==> src/rtl/uart_pkg.sv <==
// Shared definitions for the oversampled UART receiver.
//   DATA_BITS   : payload bits per frame (8N1 framing)
//   rx_state_e  : receiver FSM state encoding
//   div_reload  : reload value of the sample-tick divider
package uart_pkg;

  localparam int unsigned DATA_BITS = 8;

  typedef enum logic [1:0] {
    StIdle  = 2'd0,
    StStart = 2'd1,
    StData  = 2'd2,
    StStop  = 2'd3
  } rx_state_e;

  // Clock cycles per sample tick, minus one. Clamped at 0 so that a clock slower
  // than one tick per cycle still produces a tick every cycle.
  function automatic int unsigned div_reload(input int unsigned clk_hz,
                                             input int unsigned baud,
                                             input int unsigned os);
    int unsigned cycles;
    cycles = clk_hz / (baud * os);
    return (cycles == 0) ? 0 : cycles - 1;
  endfunction

endpackage

==> src/rtl/uart_rx_fifo.sv <==
// Byte FIFO for the UART receiver.
//   clk, rst : clock, synchronous active-high reset (clears pointers)
//   push     : write wdata; ignored when full unless a pop happens the same cycle
//   wdata    : byte to store
//   pop      : remove head byte; ignored when empty
//   rdata    : head byte (combinational from storage), 0 while empty
//   full     : DEPTH bytes stored
//   empty    : no bytes stored
//   level    : occupancy, wr - rd modulo 2^(log2(DEPTH)+1)
// DEPTH must be a power of two and at least 2.
module uart_rx_fifo
  import uart_pkg::*;
#(
  parameter int unsigned DEPTH = 8
) (
  input  logic                   clk,
  input  logic                   rst,
  input  logic                   push,
  input  logic [DATA_BITS-1:0]   wdata,
  input  logic                   pop,
  output logic [DATA_BITS-1:0]   rdata,
  output logic                   full,
  output logic                   empty,
  output logic [$clog2(DEPTH):0] level
);

  localparam int unsigned AW = $clog2(DEPTH);
  localparam logic [AW:0] PtrOne = 1;

  logic [AW:0]          wr_q, rd_q;
  logic [DATA_BITS-1:0] mem_q [DEPTH];
  logic                 do_push, do_pop;

  // Pointers carry one extra wrap bit, so the difference is the occupancy and
  // its top bit is set exactly when the FIFO holds DEPTH entries.
  assign level   = wr_q - rd_q;
  assign empty   = (wr_q == rd_q);
  assign full    = level[AW];
  assign do_pop  = pop && !empty;
  // When full, the write slot equals the head slot; a simultaneous pop reads the
  // old head this cycle, so overwriting it at the edge is safe.
  assign do_push = push && (!full || do_pop);
  assign rdata   = empty ? '0 : mem_q[rd_q[AW-1:0]];

  always_ff @(posedge clk) begin
    if (rst) begin
      wr_q <= '0;
      rd_q <= '0;
    end else begin
      if (do_push) wr_q <= wr_q + PtrOne;
      if (do_pop)  rd_q <= rd_q + PtrOne;
    end
  end

  always_ff @(posedge clk) begin
    if (do_push) mem_q[wr_q[AW-1:0]] <= wdata;
  end

endmodule

==> src/rtl/uart_rx_oversampled.sv <==
// Oversampling 8N1 UART receiver with an output byte FIFO.
//   clk          : clock, rising edge
//   rst          : synchronous active-high reset
//   rx           : asynchronous serial input, idle high
//   rx_valid     : FIFO holds at least one byte
//   rx_data      : FIFO head byte, valid while rx_valid
//   rx_ready     : consumer accepts the head byte (pop on rx_valid && rx_ready)
//   fifo_level   : FIFO occupancy
//   frame_error  : one-cycle pulse when a stop bit is sampled low
//   overrun      : one-cycle pulse when a received byte is dropped (FIFO full)
//   is_receiving : FSM is not idle
module uart_rx_oversampled
  import uart_pkg::*;
#(
  parameter int unsigned CLOCKFRQ   = 48_000_000,
  parameter int unsigned BAUDRATE   = 3_000_000,
  parameter int unsigned OVERSAMPLE = 16,
  parameter int unsigned FIFO_DEPTH = 8
) (
  input  logic                        clk,
  input  logic                        rst,
  input  logic                        rx,
  output logic                        rx_valid,
  output logic [DATA_BITS-1:0]        rx_data,
  input  logic                        rx_ready,
  output logic [$clog2(FIFO_DEPTH):0] fifo_level,
  output logic                        frame_error,
  output logic                        overrun,
  output logic                        is_receiving
);

  localparam int unsigned DivReload = div_reload(CLOCKFRQ, BAUDRATE, OVERSAMPLE);
  localparam int unsigned DivW      = (DivReload > 0) ? $clog2(DivReload + 1) : 1;
  localparam logic [DivW-1:0] DivInit = DivW'(DivReload);
  localparam logic [DivW-1:0] DivOne  = 1;

  localparam int unsigned SW = $clog2(OVERSAMPLE);
  localparam logic [SW-1:0] SampA    = SW'(OVERSAMPLE / 2 - 1);
  localparam logic [SW-1:0] SampB    = SW'(OVERSAMPLE / 2);
  localparam logic [SW-1:0] SampC    = SW'(OVERSAMPLE / 2 + 1);
  localparam logic [SW-1:0] SampLast = SW'(OVERSAMPLE - 1);
  localparam logic [SW-1:0] SampOne  = 1;

  localparam int unsigned BW = $clog2(DATA_BITS);
  localparam logic [BW-1:0] BitLast = BW'(DATA_BITS - 1);
  localparam logic [BW-1:0] BitOne  = 1;

  // Synchronizer
  logic sync1_q, sync2_q;
  logic rx_s;

  // Receiver state
  rx_state_e            state_q, state_d;
  logic [DivW-1:0]      div_q, div_d;
  logic [SW-1:0]        cnt_q, cnt_d;
  logic [BW-1:0]        bit_q, bit_d;
  logic [DATA_BITS-1:0] shift_q, shift_d;
  logic                 s0_q, s0_d, s1_q, s1_d;
  logic                 brk_q, brk_d;
  logic                 push_q, push_d;
  logic                 fe_q, fe_d;

  logic tick, decide, bit_end, maj;

  // FIFO side
  logic fifo_full, fifo_empty, pop;

  assign rx_s = sync2_q;

  always_ff @(posedge clk) begin
    if (rst) begin
      sync1_q <= 1'b1;
      sync2_q <= 1'b1;
    end else begin
      sync1_q <= rx;
      sync2_q <= sync1_q;
    end
  end

  assign tick    = (div_q == '0);
  assign decide  = tick && (cnt_q == SampC);
  assign bit_end = tick && (cnt_q == SampLast);
  // The third vote is the live sample at the decision tick.
  assign maj     = (s0_q & s1_q) | (s0_q & rx_s) | (s1_q & rx_s);

  always_comb begin
    state_d = state_q;
    div_d   = tick ? DivInit : div_q - DivOne;
    cnt_d   = cnt_q;
    bit_d   = bit_q;
    shift_d = shift_q;
    s0_d    = s0_q;
    s1_d    = s1_q;
    brk_d   = brk_q;
    push_d  = 1'b0;
    fe_d    = 1'b0;

    if (state_q != StIdle && tick) begin
      cnt_d = (cnt_q == SampLast) ? '0 : cnt_q + SampOne;
      if (cnt_q == SampA) s0_d = rx_s;
      if (cnt_q == SampB) s1_d = rx_s;
    end

    unique case (state_q)
      StIdle: begin
        brk_d = 1'b0;
        bit_d = '0;
        if (!rx_s) begin
          // Align bit timing to the detected start edge.
          div_d   = DivInit;
          cnt_d   = '0;
          state_d = StStart;
        end
      end
      StStart: begin
        if (decide && maj) begin
          state_d = StIdle;
        end else if (bit_end) begin
          state_d = StData;
          bit_d   = '0;
        end
      end
      StData: begin
        if (decide) shift_d = {maj, shift_q[DATA_BITS-1:1]};
        if (bit_end) begin
          if (bit_q == BitLast) state_d = StStop;
          else                  bit_d   = bit_q + BitOne;
        end
      end
      StStop: begin
        if (brk_q) begin
          // Line held low past the stop bit: wait for it to return to idle.
          if (rx_s) state_d = StIdle;
        end else if (decide) begin
          if (maj) begin
            push_d  = 1'b1;
            state_d = StIdle;
          end else begin
            fe_d  = 1'b1;
            brk_d = 1'b1;
          end
        end
      end
      default: state_d = StIdle;
    endcase
  end

  always_ff @(posedge clk) begin
    if (rst) begin
      state_q <= StIdle;
      div_q   <= DivInit;
      cnt_q   <= '0;
      bit_q   <= '0;
      shift_q <= '0;
      s0_q    <= 1'b1;
      s1_q    <= 1'b1;
      brk_q   <= 1'b0;
      push_q  <= 1'b0;
      fe_q    <= 1'b0;
    end else begin
      state_q <= state_d;
      div_q   <= div_d;
      cnt_q   <= cnt_d;
      bit_q   <= bit_d;
      shift_q <= shift_d;
      s0_q    <= s0_d;
      s1_q    <= s1_d;
      brk_q   <= brk_d;
      push_q  <= push_d;
      fe_q    <= fe_d;
    end
  end

  assign pop          = rx_valid && rx_ready;
  assign rx_valid     = !fifo_empty;
  assign overrun      = push_q && fifo_full && !pop;
  assign frame_error  = fe_q;
  assign is_receiving = (state_q != StIdle);

  uart_rx_fifo #(
    .DEPTH (FIFO_DEPTH)
  ) u_fifo (
    .clk   (clk),
    .rst   (rst),
    .push  (push_q),
    .wdata (shift_q),
    .pop   (pop),
    .rdata (rx_data),
    .full  (fifo_full),
    .empty (fifo_empty),
    .level (fifo_level)
  );

endmodule

==> config.mk <==
export PLATFORM = sky130hd
export DESIGN_NAME = uart_rx_oversampled
export DESIGN_NICKNAME = d
export VERILOG_FILES = /design/src/rtl/uart_pkg.sv /design/src/rtl/uart_rx_fifo.sv /design/src/rtl/uart_rx_oversampled.sv
export SDC_FILE = /design/constraint.sdc
export NUM_CORES = 1
export LEC_CHECK = 0
export ABC_AREA = 1
export CAP_MARGIN = 20
export CORE_ASPECT_RATIO = 0.9
export CORE_UTILIZATION = 54
export DETAILED_ROUTE_END_ITERATION = 8
export PLACE_DENSITY = 0.75
export SLEW_MARGIN = 20
export SYNTH_ARGS = -nofsm -noshare
export SYNTH_HDL_FRONTEND = slang
export SYNTH_SLANG_ARGS = --single-unit
==> constraint.sdc <==
create_clock -name clk -period 2.19 [get_ports clk]
set_clock_uncertainty 0.05 [all_clocks]
set_input_delay 0.438 -clock clk [delete_from_list [all_inputs] [get_ports clk]]
set_output_delay 0.438 -clock clk [all_outputs]
set_load 0.005 [all_outputs]
Word-level counts from Yosys, hierarchy flattened:

Memory sizes are Yosys's and may differ from the RTL's. A register that Yosys moved wholly into a read port is not among the register bits.
Index checks and enable logic that the tools add are counted.

* $add $sub $neg: 6
* reductions and logical operators: 24
* muxes and demuxes: 32
* equality and inequality tests: 19
* bitwise gates (word level): 8

Operator list (number)
* 2-bit two-way mux: 9
* 3-bit two-way mux: 6
* 4-bit two-way mux: 4
* 4-bit by 1-bit adder with 4-bit output (second input constant): 3
* 4-bit equality test (second input constant): 3
* 2-bit inequality test (second input constant): 6
* 3-bit inequality test (second input constant): 4
* 1-bit logical AND: 9
* 1-bit two-way mux: 9
* 3-bit one-hot mux with 3 select lines: 1
* 8-bit two-way mux: 1
* 2-bit one-hot mux with 4 select lines: 1
* 7-bit AND reduction: 1
* 2-bit AND reduction: 3
* 5-bit AND reduction: 1
* 2-bit equality test (second input constant): 2
* 4-bit by 3-bit equality test with 1-bit output (second input constant): 1
* 4-bit equality test: 1
* 2-bit nonzero test: 2
* 4-bit OR reduction: 1
* 4-bit subtractor: 1
* 3-bit by 1-bit adder with 3-bit output (second input constant): 1
* 1-bit bitwise AND: 3
* 3-bit equality test (second input constant): 1
* other kinds (10): 15

* RAM bits: 64
* logic and storage cells: 104
* output and inout bits: 16
* input port bits: 4
* register bits: 33
* memories kept: 1

Memories
* u_fifo.mem_q: depth 8, bits a word 8, read ports 1, clocked after Yosys merged registers in 1, wr ports 1, line uart_rx_fifo.sv:31 `logic [DATA_BITS-1:0] mem_q [DEPTH];`

Depth between registers and ports, before layout:

Gate-level depths: netlist (run 1).

* depth in word-level cells: 8
* mapped depth: 10
* depth with buffers taken out: 10

Modules after synthesis:

A second synthesis (run 1) with hierarchy kept.

* cells, all modules: 428
* area total of the unflattened synthesis: 4390.5 µm²

By module, submodules not included
* uart_rx_fifo: area each 3213.1 µm², sequential area each 2142.1 µm², instances 1, cells an instance 279
* uart_rx_oversampled: area each 1177.4 µm², sequential area each 480.5 µm², instances 1, cells an instance 149

Worst setup path before layout (run 1):

Ideal clock, no wire load.

* path kind: register to register
* from: register u_fifo.wr_q[0]
* to: memory u_fifo.mem_q[6][0] (enable)
* clock period less this slack: 2.335 ns
* library setup time: 0.383 ns
* data required time: 1.757 ns
* buffers on the path: 0
* arrival: 1.902 ns
* stages on the path, launching flop included: 10
* path slack: -0.145 ns
* cell sequence: dfxtp_1 inv_1 ha_1 inv_1 nor2_1 nand2_2 nand2_4 nand3_4 nand3_2 nor3_1

* longest elaborated chain between the ends: 8
* elaborated cells between the ends (all ways): 10
* classes of those cells: add/sub: 1; eq/ne: 1; mux: 2; reduce/logical: 6

RTL lines
* start, declared: line uart_rx_fifo.sv:30 `logic [AW:0] wr_q, rd_q;`
* start signal, assigned: line uart_rx_fifo.sv:50 `if (do_push) wr_q <= wr_q + PtrOne;`
* 4-bit equality test *: line uart_rx_fifo.sv:37 `assign empty = (wr_q == rd_q);`
* 1-bit zero test *: line uart_rx_oversampled.sv:175 `assign rx_valid = !fifo_empty;`
* via rx_valid: line uart_rx_oversampled.sv:23 `output logic rx_valid,`
* 1-bit logical AND: line uart_rx_oversampled.sv:174 `assign pop = rx_valid && rx_ready;`
* 1-bit logical AND *: line uart_rx_fifo.sv:39 `assign do_pop = pop && !empty;`
* 1-bit logical OR *: line uart_rx_fifo.sv:42 `assign do_push = push && (!full || do_pop);`
* 1-bit logical AND *: line uart_rx_fifo.sv:42
* 1-bit two-way mux *: line uart_rx_fifo.sv:56 `if (do_push) mem_q[wr_q[AW-1:0]] <= wdata;`
* 1-bit two-way mux (not written as such) *: line uart_rx_fifo.sv:56
* end, declared: line uart_rx_fifo.sv:31

The timed path passes the listed nets; every way through them passes the cells marked *.

Worst setup path in the final report (run 1):

* from: register u_fifo.wr_q[0]
* to: output port rx_data[3]

* longest elaborated chain between the ends: 2

RTL lines
* 4-bit equality test: line uart_rx_fifo.sv:37
* 8-bit two-way mux: line uart_rx_fifo.sv:43 `assign rdata = empty ? '0 : mem_q[rd_q[AW-1:0]];`
* end, declared: line uart_rx_oversampled.sv:24 `output logic [DATA_BITS-1:0] rx_data,`

Every way passes these cells.

==> metrics, run 1 <==
chip width=95.3 microns; CP bufs+invs=4; WL final=9760 microns; run status=complete, but fails checks; final worst-path cycle share=104%; Skew-Pair Late Insertion Delay=0.36 ns; Synth Area in Compound Gates=12.5%; number of global-route vias before repair=2949; sequential power share=52.3%; Max Root-Sink Buffers=2; Internal=2.91 mW; Initial DRC Count=305; Synth top area share=45.5%; CP endpoint=rx_data[3]; # IOs=20; Layout Utilization=70.4%; Post-synth EDFFs=64; gr usage total=23.8%; count leader, synth=nor2_1; post-route cell area=5320 sq um; vias per inst=5.58; P_sw=999 uW; Post-Synth XOR/XNOR Area=1.04%; core region area=7540 sq um; Most used DFF post-synth=edfxtp_1; Reg clk slew, reported paths=0.09 ns; maxcap violations=0; post-synth cell types=33; pwr/cell area=736 nW/um^2; failing checks=negative setup slack; synthesized instance count=409; Layout Nets=492; crit path capture type=primary output; worst hold slack=0.375 ns; Period minus WS final=2.28 ns; Fillers=506; Final Non-Filler Cells=573; # diodes=0; Rows=30; largest family of logic cells by synthesized area=simple AND/OR/NAND/NOR gates; startpoint types=register; routability cong.=0.817; drt pass-1 iters=6; Crit Path Category=reg -> out; Avg WL per Cell=17.0 microns; Min-Delay Path Class=reg -> reg; DRC=0; Setup WS post-layout=-0.0916 ns; worst reg2reg endpoint=u_fifo.mem_q[6][3]; CP dominant cell by count=inv_2; final hold violations=0; yosys warns=0; crit path max-delay cell type=dfxtp_2; asr flop ratio synth=0%; cell taking the most area after synthesis=edfxtp_1; dpl cells=546; Synth Area in Adders=4.91%; Post-synth top cells=65 x nor2_1, 64 x edfxtp_1, 50 x o21ai_0; Worst EP required=1.70 ns; syn_nets=429; unrepaired setup endpoints after global routing=true; Buffers on Ports=19; r2r startpoint=u_fifo.rd_q[2]; largest net degree at the start of global routing=25; Syn Area/Cell=10.3 sq um; root buffer cell=clkbuf_8; Yosys reg bits=99; y dimension of the die=85.9 microns; Cell Area, Placed=4780 sq um; DP HPWL=6050 microns; Top delay family on crit path=buffers and inverters; CTS tree=yes; final slew viol count=0; total power draw=3.91 mW; mux cell area share after synthesis=0%; Initial Utilization=56.0%; die area=8190 sq um; DRT antenna net count=0; synthesized area=4230 sq um; routed via count=3197; leakage=2.03 nW; CP Max Fanout=5; final setup vio count=12; first-pass GRT wire length=14400 microns; Worst slew margin=56.7%; path depth of the worst reg2reg path=12; crit path DAT=1.79 ns; area delta synth->final=25.8%; share of cells above drive strength 1=26.0%; clock sink count=99; top post-synthesis cells by area=edfxtp_1 45%, dfxtp_1 17%, o21ai_0 5.9%, nor2_1 5.8%, ha_1 4.4%; CTS Buf Count=9; post-synthesis sequential area ratio=62.0%; Slowest Stage Delay on Critical Path=0.37 ns; initial antenna violation count=0; Reg2Reg Setup Slack=0 ns; hold_buf cts=0; Stages on worst setup path=9; Max VDD drop=479 uV; CP startpoint=u_fifo.wr_q[0]; post-synthesis simple-gate area fraction=15.5%; Clk pwr share=32.7%; Max H-tree Level=3; Worst-Margin Slew=0.648 ns; Comb pwr share=15.0%; worst-path cell chain=inv_2, ha_4, inv_2, nor2_4, buf_6, nand2_8, o21ai_2, a31oi_1, buf_2; Overflow after GRT=0; Fmax=438 MHz; switching portion of total power=25.5%
==> cells by family (layout without fill, tap and decap cells) <==
logic type / Yosys count / in the layout
and+or+nand+nor: 149 / 150
DFF: 99 / 99
AOI/OAI and AO/OA: 96 / 96
buffers and inverters: 44 / 111
adders and majority gates: 16 / 16
xor gates and xnor gates: 5 / 5
==> layout by cell type (no fill, tap or decap), drive strengths merged, types with 8 or more instances in the layout <==
| cell | synthesis | final |
|---|---|---|
| a21oi | 23 | 23 |
| nor3 | 8 | 8 |
| ha | 15 | 15 |
| o21ai | 50 | 50 |
| buf | 3 | 56 |
| nand3 | 26 | 26 |
| nor2 | 65 | 65 |
| dfxtp | 35 | 35 |
| o22ai | 8 | 8 |
| clkbuf | 11 | 13 |
| edfxtp | 64 | 64 |
| a31oi | 8 | 8 |
| inv | 30 | 31 |
| nand2 | 43 | 44 |
==> worst min-delay path by stage <==
stage               startpoint    to  cells after the start
floorplan              sync1_q  rx_s                      1
global placement       sync1_q  rx_s                      1
detailed placement     sync1_q  rx_s                      1
CTS                    sync1_q  rx_s                      1
global route           sync1_q  rx_s                      1
finish                 sync1_q  rx_s                      1
==> area by class of cell <==
cell class	instances	area, sq um	area share, %
inverter	30	115	2.17
clock buffer	11	131	2.47
sequential	99	2630	49.6
multi-input combinational	267	1670	31.5
clock inverter	5	85.1	1.60
timing repair buffer	65	558	10.5
tap	96	120	2.26
==> per-stage QoR <==
stage / TNS, ns / setup WS [ns]
6_report: -0.685 / -0.0916
2_1_floorplan: -2.68 / -0.112
3_5_place_dp: -1.29 / -0.204
5_1_grt: -2.46 / -0.158
4_1_cts: -0.749 / -0.0950
3_3_place_gp: -0.838 / -0.0966
==> power by group through the flow <==
stage,Clock [mW],Combinational (mW),Sequential [mW]
final,1.28,0.585,2.05
after global routing,1.36,0.647,2.05
after CTS,1.30,0.547,2.05
after detailed placement,0,0.493,2.08
after global placement,0,0.479,2.08
after floorplan,0,0.330,2.07
==> registers in the layout, summed over array words and instances (netlist names), named ones only <==
signal        flops
brk_q             1
state_q           1
shift_q           8
frame_error       1
bit_q             3
s1_q              1
u_fifo.wr_q       4
rx_s              1
cnt_q             4
u_fifo.mem_q     64
push_q            1
u_fifo.rd_q       4
s0_q              1
sync1_q           1
==> per-layer routing <==
layer | global-route usage [%] | wire length [microns] | vias up
li1 | - | - | 1572
met1 | 31.1 | 4190 | 1503
met2 | 39.1 | 4810 | 103
met3 | 6.38 | 601 | 19
met4 | 6.47 | 154 | 0
met5 | 0 | 0 | -
==> timing repair <==
item                                    4_1_cts  5_1_grt
pin swaps                                     8        5
setup buffers                                 6        4
gates cloned                                  1        0
gates resized for setup                      93       33
endpoints found under the setup margin       14       78
Power figures use the tool's default switching activity.
==> run 2: changes to the inputs <==
==> constraint.sdc (replaced) <==
create_clock -name clk -period 1.8 [get_ports clk]
set_clock_uncertainty 0.05 [all_clocks]
set_input_delay 0.36 -clock clk [delete_from_list [all_inputs] [get_ports clk]]
set_output_delay 0.36 -clock clk [all_outputs]
set_load 0.005 [all_outputs]
==> metrics, run 2 (same netlist as run 1, synthesis figures left out) <==
initial antenna violation count=0; final setup vio count=81; Internal=3.36 mW; Buffers on Ports=19; CP startpoint=u_fifo.wr_q[0]; Period minus WS final=2.23 ns; CTS tree=yes; Rows=30; final hold violations=0; # IOs=20; met2 wire len=4990 microns; Overflow after GRT=0; first-pass GRT wire length=15200 microns; WL final=10100 microns; Min-Delay Path Class=reg -> reg; Skew-Pair Late Insertion Delay=0.36 ns; Fillers=461; Initial DRC Count=316; startpoint types=register; Worst-Margin Slew=0.547 ns; Layout Nets=511; Initial Utilization=56.0%; maxcap violations=0; footprint of the multi-input gates=1720 sq um; gr usage total=25.1%; register area=2640 sq um; CTS Buf Count=9; wire length on met3=654 microns; Max Root-Sink Buffers=2; routability cong.=0.812; Clk pwr share=29.5%; CP Max Fanout=4; Reg clk slew, reported paths=0.10 ns; failing checks=negative setup slack; routed via count=3330; clock sink count=99; share of cells above drive strength 1=32.1%; dpl ws=-0.422 ns; Fmax=448 MHz; vias per inst=5.63; y dimension of the die=85.9 microns; Setup WS post-layout=-0.432 ns; total power draw=4.64 mW; drt pass-1 iters=4; switching portion of total power=27.4%; core region area=7540 sq um; hold_buf cts=0; final worst-path cycle share=124%; DRT antenna net count=0; total negative slack=-28.91 ns; root buffer cell=clkbuf_8; max reg flops=64; crit path DAT=1.82 ns; Comb pwr share=17.1%; unrepaired setup endpoints after global routing=true; # diodes=0; Worst EP required=1.39 ns; Crit Path Category=reg -> out; number of global-route vias before repair=3152; Max VDD drop=563 uV; chip width=95.3 microns; dpl cells=558; Avg WL per Cell=17.0 microns; die area=8190 sq um; met1 WL=4090 microns; most frequent cells in the layout=64 x edfxtp_1, 60 x nor2_1, 41 x o21ai_0; r2r startpoint=u_fifo.rd_q[2]; final slew viol count=0; leakage=2.19 nW; run status=complete, but fails checks; top sig layer=met4; hold path start=sync1_q; Max H-tree Level=3; DP HPWL=6190 microns; sequential power share=53.4%; Final Non-Filler Cells=592; area delta synth->final=32.7%; crit path capture type=primary output; largest net degree at the start of global routing=21; P_sw=1.27 mW; Worst slew margin=63.5%; pwr/cell area=827 nW/um^2; DRC=0; commonest non-fill, non-tap cell in the layout=edfxtp_1
[run 2: cell count changes in the layout (fill, tap and decap cells not counted), sizes merged]
cell,before,now
buf,56,76
inv,31,35
bufinv,2,0
clkdlybuf4s50,6,4
clkbuf,13,12
clkinv,1,0
dlygate4sd2,0,1
[run 2: power by group through the flow]
stage          sequential (mW)  clock (mW)  combinational (mW)
4_1_cts                   2.48        1.38               0.710
2_1_floorplan             2.52           0               0.406
3_5_place_dp              2.52           0               0.661
3_3_place_gp              2.52           0               0.635
5_1_grt                   2.48        1.45               0.882
6_report                  2.48        1.37               0.791
[run 2: final timing paths]
check                       endpoint  slack, ns  cells after the start
setup reg to reg  u_fifo.mem_q[4][6]      -0.42                     12
hold / removal                  rx_s       0.37                      1
hold reg to reg                 rx_s       0.37                      1
setup / recovery          rx_data[4]      -0.43                     10
[run 2: final cells by class]
class	count	share of cell area (%)
multi-input combinational	267	30.7
inverter	30	2.19
timing repair buffer	84	14.5
tap	96	2.14
sequential	99	47.1
clock inverter	6	0.959
clock buffer	10	2.45
[run 2: metal layers]
layer  GRT usage [%]  up-vias
met2            41.1      147
met3            4.70       31
met5               0        -
met4            12.0        0
met1            32.1     1547
li1                -     1605
[run 2: timing repair]
item / CTS / global route
gates resized for setup: 102 / 31
gates cloned: 1 / 2
buffers inserted: 9 / 10
hold endpoints to repair: 0 / 0
endpoints found under the setup margin: 85 / 90
pin swaps: 14 / 11
[run 2: per-stage QoR]
step	utilization, %	hold WS (ns)	cell area (sq um)
6_report	74.3	0.367	5610
5_1_grt	74.3	0.396	5610
4_1_cts	71.3	0.373	5380
3_5_place_dp	66.8	0.346	5040
3_3_place_gp	66.8	0.348	5040
2_1_floorplan	-	0.339	4340
[run 2: critical path, stage by stage (launching register included)]
cell and delay (ns):
dfxtp_2 0.37, inv_4 0.04, ha_4 0.25, inv_2 0.05, nor2_4 0.16, buf_12 0.12, nand2_4 0.05, buf_6 0.15
o21ai_2 0.05, a31oi_1 0.05, buf_2 0.16
